--- src/rtl/spi_arbiter.sv ---
// spi_arbiter: two-requester round-robin arbiter in front of a single SPI engine.
// A granted requester's length/opcode are latched and handed to the engine with a
// one-cycle work pulse; the transaction ends when the engine drops busy, when busy
// never rises within TIMEOUT cycles (err), or at once for a zero-length request.
//
// Ports:
//   clk, rst          clock, asynchronous active-low reset
//   req0/1            level requests
//   len0/1, op0/1     requested transfer length and opcode (0 write, 1 read)
//   grant0/1          ownership of the engine (one-hot or zero)
//   done0/1           one-cycle completion pulse to the owner
//   sel               FIFO-path steering, held from grant until the next grant
//   work              one-cycle start pulse to the engine
//   len, op           latched transfer length / opcode to the engine
//   busy              engine transfer in progress
//   err               one-cycle timeout flag, coincident with done
module spi_arbiter #(
  parameter int unsigned LEN_W   = 16,
  parameter int unsigned TIMEOUT = 1024
) (
  input  logic             clk,
  input  logic             rst,
  input  logic             req0,
  input  logic             req1,
  input  logic [LEN_W-1:0] len0,
  input  logic [LEN_W-1:0] len1,
  input  logic             op0,
  input  logic             op1,
  output logic             grant0,
  output logic             grant1,
  output logic             done0,
  output logic             done1,
  output logic             sel,
  output logic             work,
  output logic [LEN_W-1:0] len,
  output logic             op,
  input  logic             busy,
  output logic             err
);

  localparam int unsigned CNT_W = $clog2(TIMEOUT);

  typedef enum logic [2:0] {
    IDLE     = 3'd0,
    START    = 3'd1,
    WAIT_BSY = 3'd2,
    RUN      = 3'd3,
    DONE     = 3'd4
  } state_t;

  state_t             state_q, state_d;
  logic [CNT_W-1:0]   cnt_q, cnt_d;
  logic               last_q, last_d;     // requester served last
  logic [1:0]         grant_q, grant_d;
  logic [1:0]         done_q, done_d;
  logic               sel_q, sel_d;
  logic               work_q, work_d;
  logic [LEN_W-1:0]   len_q, len_d;
  logic               op_q, op_d;
  logic               err_q, err_d;
  logic               pick;
  logic [LEN_W-1:0]   pick_len;

  // State and output registers; reset leaves the pointer favouring requester 0.
  always_ff @(posedge clk or negedge rst) begin
    if (!rst) begin
      state_q <= IDLE;
      cnt_q   <= '0;
      last_q  <= 1'b1;
      grant_q <= '0;
      done_q  <= '0;
      sel_q   <= 1'b0;
      work_q  <= 1'b0;
      len_q   <= '0;
      op_q    <= 1'b0;
      err_q   <= 1'b0;
    end else begin
      state_q <= state_d;
      cnt_q   <= cnt_d;
      last_q  <= last_d;
      grant_q <= grant_d;
      done_q  <= done_d;
      sel_q   <= sel_d;
      work_q  <= work_d;
      len_q   <= len_d;
      op_q    <= op_d;
      err_q   <= err_d;
    end
  end

  // Next-state and next-output logic.
  always_comb begin
    state_d  = state_q;
    cnt_d    = cnt_q;
    last_d   = last_q;
    grant_d  = grant_q;
    sel_d    = sel_q;
    len_d    = len_q;
    op_d     = op_q;
    work_d   = 1'b0;
    done_d   = '0;
    err_d    = 1'b0;
    pick     = 1'b0;
    pick_len = len0;

    case (state_q)
      IDLE: begin
        if (req0 || req1) begin
          // On a tie, serve the requester that was not served last.
          pick     = (req0 && req1) ? ~last_q : req1;
          pick_len = pick ? len1 : len0;
          grant_d  = pick ? 2'b10 : 2'b01;
          sel_d    = pick;
          len_d    = pick_len;
          op_d     = pick ? op1 : op0;
          if (pick_len == '0) begin
            // Nothing to transfer: complete without starting the engine.
            state_d = DONE;
            done_d  = pick ? 2'b10 : 2'b01;
          end else begin
            state_d = START;
            work_d  = 1'b1;
          end
        end
      end

      START: begin
        state_d = WAIT_BSY;
        cnt_d   = '0;
      end

      WAIT_BSY: begin
        if (busy) begin
          state_d = RUN;
        end else if (cnt_q == CNT_W'(TIMEOUT - 1)) begin
          state_d = DONE;
          done_d  = grant_q;
          err_d   = 1'b1;
        end else begin
          cnt_d = cnt_q + CNT_W'(1);
        end
      end

      RUN: begin
        if (!busy) begin
          state_d = DONE;
          done_d  = grant_q;
        end
      end

      DONE: begin
        grant_d = '0;
        last_d  = sel_q;
        state_d = IDLE;
      end

      default: state_d = IDLE;
    endcase
  end

  assign grant0 = grant_q[0];
  assign grant1 = grant_q[1];
  assign done0  = done_q[0];
  assign done1  = done_q[1];
  assign sel    = sel_q;
  assign work   = work_q;
  assign len    = len_q;
  assign op     = op_q;
  assign err    = err_q;

endmodule
--- config.mk ---
export PLATFORM = sky130hd
export DESIGN_NAME = spi_arbiter
export DESIGN_NICKNAME = d
export VERILOG_FILES = /design/src/rtl/spi_arbiter.sv
export SDC_FILE = /design/constraint.sdc
export NUM_CORES = 1
export LEC_CHECK = 0
export ABC_CLOCK_PERIOD_IN_PS = 2100
export BUFFER_PORTS_ARGS = -buffer_cell sky130_fd_sc_hd__buf_2
export CAP_MARGIN = 10
export CELL_PAD_IN_SITES_DETAIL_PLACEMENT = 2
export CELL_PAD_IN_SITES_GLOBAL_PLACEMENT = 2
export CORE_MARGIN = 2
export CORE_UTILIZATION = 28
export CTS_BUF_LIST = sky130_fd_sc_hd__clkbuf_8
export DETAILED_ROUTE_END_ITERATION = 12
export GPL_ROUTABILITY_DRIVEN = 1
export PLACE_DENSITY = 0.82
export SKIP_LAST_GASP = 1
export SYNTH_ARGS = -nofsm -noshare
export SYNTH_HDL_FRONTEND = slang
export SYNTH_SLANG_ARGS = --single-unit
--- constraint.sdc ---
create_clock -name clk -period 2.1 [get_ports clk]
set_clock_uncertainty 0.2 [all_clocks]
set_input_delay 0.42 -clock clk [delete_from_list [all_inputs] [get_ports clk]]
set_output_delay 0.42 -clock clk [all_outputs]
set_load 0.05 [all_outputs]
==> flow_summary.toml <==
[pwr]
ir_drop_mv = 0.6093
pwr-share-clk = 0.155
leakage_uw = 0.001207
power_density_nw_per_um2 = 1386
combPwrFrac = 0.515
power.switching_uw = 1709
swShare = 0.4918
pwr-share-seq = 0.330
internal_power_uw = 1767

[critical_path]
timing.rr.start = "state_q[0]"
crit_chain = "or4b_4, a31o_4, or4_4, a21oi_2"
critPathBufInv = 0
r2r_slack_ps = 30
slowest_stage = "or4b_4"
path_class = "reg2reg"
crit_arrival_ps = 2100
r2r_end = "cnt_q[9]"
cp-start-kind = "register"
max_stage_delay_ps = 540
reg2regPathDepth = 4
worst_setup_path_end_kind = "register"
crit_family = "simple AND/OR/NAND/NOR gates"
critPathMaxFanout = 5
required_ps = 2130

[clock_tree]
root_buffer = "clkbuf_8"
clock_path_buffers = 2
cts_max_level = 2
clk_pin_slew_ps = 90
cts_sinks = 38
cts_tree = "done"
cts_buffers = 5
clock_latency_ps = 290

[sta]
fin_crit_sh = 0.9859
hold_viol_final = 0
setup_ws_ps = 29.55
finalSetupViolations = 0
rsz0062_at_grt = "true"
fmax_mhz = 483.0
slew_headroom = 0.6666
worst_slew_pin_slew_ps = 495.5
fin_setup_tns_ps = 0
slew_violations = 0
holdWs_ps = 226.2
layout_min_cycle_time_ps = 2070

[finish]
area_growth_pct = 35.04
final_nets = 298
drive_gt1_frac = 0.3977
register_area_um2 = 952.2
diodes = 0
final_area_um2 = 2507
multi_input_area_um2 = 905.9
fillerInstances = 736

[route]
drt_iter0_drc = 75
post-route-drc-count = 0
via_per_inst = 5.283
wl_um = 6097
final_antenna_net_count = 0
vias = 1775
routedWlPerCell_um = 18.15
firstDrtPassIters = 4

[place]
port_buffers = 62
place_ws_ps = -128.8
placed_area_um2 = 2337
hpwl_um = 4385
place.gp.congestion = 0.7428

[worst_hold_path]
hold_end = "op"
hold_start = "op1"
hp-class = "in2reg"
worstHoldPathCells = 3

[grt]
antenna_found_initial = 0
grt-ovfl-total = 0
track_usage = 0.1742
grt_max_degree = 42
grt_pass1_vias = 1973
grt_pass1_wl_um = 9949

[job]
cap_violations = 0

[floorplan]
die-width_um = 85.44
ios = 63
dieHeight_um = 85.44
rows = 29
core-area_um2 = 6386
dieArea_um2 = 7299
initial_utilization = 0.2908

[synth]
synth_fp_nets = 224
synth.avg_cell_area_um2 = 10.09
ys_types = 36
synthCells = 184
syn-cell-area_um2 = 1857
ys_seq_elements = 38
yosysSeqAreaShare = 0.5128
ys_warn_count = 0

[status]
outcome = "finished clean"
placed cells by master (no fill, tap or decap), drive strengths merged, types with 3 or more instances in the layout:
| master | count |
|---|---|
| a21oi | 8 |
| nor3 | 3 |
| dfrtp | 37 |
| clkbuf | 6 |
| mux2i | 18 |
| nand2 | 27 |
| nand4 | 3 |
| buf | 76 |
| nand3 | 7 |
| or4 | 6 |
| o21ai | 21 |
| nor4 | 9 |
| o31ai | 5 |
| nor2 | 4 |
cells in the mapped netlist:
| library cell | count | area (um^2) |
|---|---|---|
| or3b_2 | 1 | 8.760 |
| nor3_1 | 3 | 15.01 |
| nor4b_1 | 2 | 17.52 |
| o31ai_1 | 5 | 37.54 |
| nand3b_1 | 1 | 7.510 |
| o21ai_0 | 21 | 105.1 |
| and2_1 | 1 | 6.260 |
| nand3_1 | 7 | 35.03 |
| and3_1 | 1 | 6.260 |
| a21oi_1 | 8 | 40.04 |
| o311ai_0 | 1 | 8.760 |
| buf_6 | 1 | 11.26 |
| mux2i_1 | 18 | 180.2 |
| a31oi_1 | 1 | 6.260 |
| mux2_2 | 1 | 11.26 |
| nand4_1 | 3 | 18.77 |
| a31o_4 | 1 | 17.52 |
| dfstp_2 | 1 | 26.28 |
| a21o_1 | 2 | 15.01 |
| nor4_1 | 9 | 56.30 |
| buf_4 | 1 | 7.510 |
| dfrtp_1 | 37 | 925.9 |
| or4b_4 | 1 | 13.76 |
| inv_1 | 2 | 7.510 |
| nand2_1 | 27 | 101.4 |
| a2bb2o_1 | 1 | 10.01 |
| nor3b_1 | 2 | 15.01 |
| or4_1 | 6 | 45.04 |
| a21boi_1 | 1 | 7.510 |
| or3_1 | 1 | 6.260 |
| and4_1 | 1 | 8.760 |
| ha_1 | 1 | 12.51 |
| nor2_1 | 4 | 15.01 |
| a22oi_1 | 1 | 7.510 |
| a311oi_1 | 1 | 8.760 |
| clkbuf_1 | 9 | 33.78 |
stage by stage:
stage          std cells    util  total power, uW
3_3_place_gp         325  0.3660             2862
5_1_grt              336  0.3926             3722
2_1_floorplan        184       -             2368
6_report             336  0.3926             3476
4_1_cts              335  0.3836             3515
3_5_place_dp         325  0.3660             2935
worst reg2reg max path, delay by kind of cell, from the launching register on:
family | cells | cell delay, ps
flip-flops | 1 | 380
AND/OR/NAND/NOR | 2 | 1020
AO/OA/AOI/OAI | 2 | 400
routing by layer:
metal	GRT usage	wire length, um
met5	0	0
met3	0.05350	309
met2	0.3061	3338
met1	0.2034	2391
met4	0.05195	58
cell families (layout without fill, tap and decap cells):
| kind of cell | Yosys count | count (layout) | synth area share |
|---|---|---|---|
| compound gates | 43 | 44 | 0.1422 |
| fa+ha+maj | 1 | 1 | 0.006737 |
| buf+inv | 13 | 87 | 0.03235 |
| flops | 38 | 38 | 0.5128 |
| mux | 19 | 19 | 0.1031 |
| simple gates | 70 | 70 | 0.2028 |
area by class of cell:
cell class / count / area share
flip-flops and latches: 38 / 0.3797
multi-input cells: 134 / 0.3613
repair buffers: 77 / 0.1796
well taps: 77 / 0.03842
clock buffers: 6 / 0.03293
clock inverters: 2 / 0.004990
inverters: 2 / 0.002994
state kept, by name, indices dropped and copies added, names as in the netlist:
signal   flops
done_q       2
sel          1
work         1
state_q      3
grant_q      2
cnt_q       10
err          1
last_q       1
op           1
len         16
power groups by stage:
stage	clock, uW	combinational, uW	sequential, uW
floorplan	0	535	1830
global placement	0	1720	1140
detailed placement	0	1770	1160
CTS	562	1800	1150
global route	587	1950	1190
finish	538	1790	1150
worst max-delay path by stage:
stage | start | endpoint | slack [ps] | cells past startpoint
detailed placement | busy | cnt_q[5] | -130 | 5
floorplan | state_q[2] | cnt_q[5] | 30 | 5
CTS | state_q[0] | cnt_q[5] | 6 | 4
finish | state_q[0] | cnt_q[9] | 30 | 4
global route | state_q[0] | cnt_q[9] | -10 | 4
global placement | busy | cnt_q[7] | -80 | 5
repair_timing:
action / CTS / global route
resized for setup: 0 / 13
endpoints found under the setup margin: 2 / 6
pin swaps: 1 / 5
hold endpoints to repair: 16 / 0
setup buffers: 1 / 0
gates cloned: 0 / 1
hold buffers: 1 / 0
Note: power is estimated with default switching activity, not from simulation.
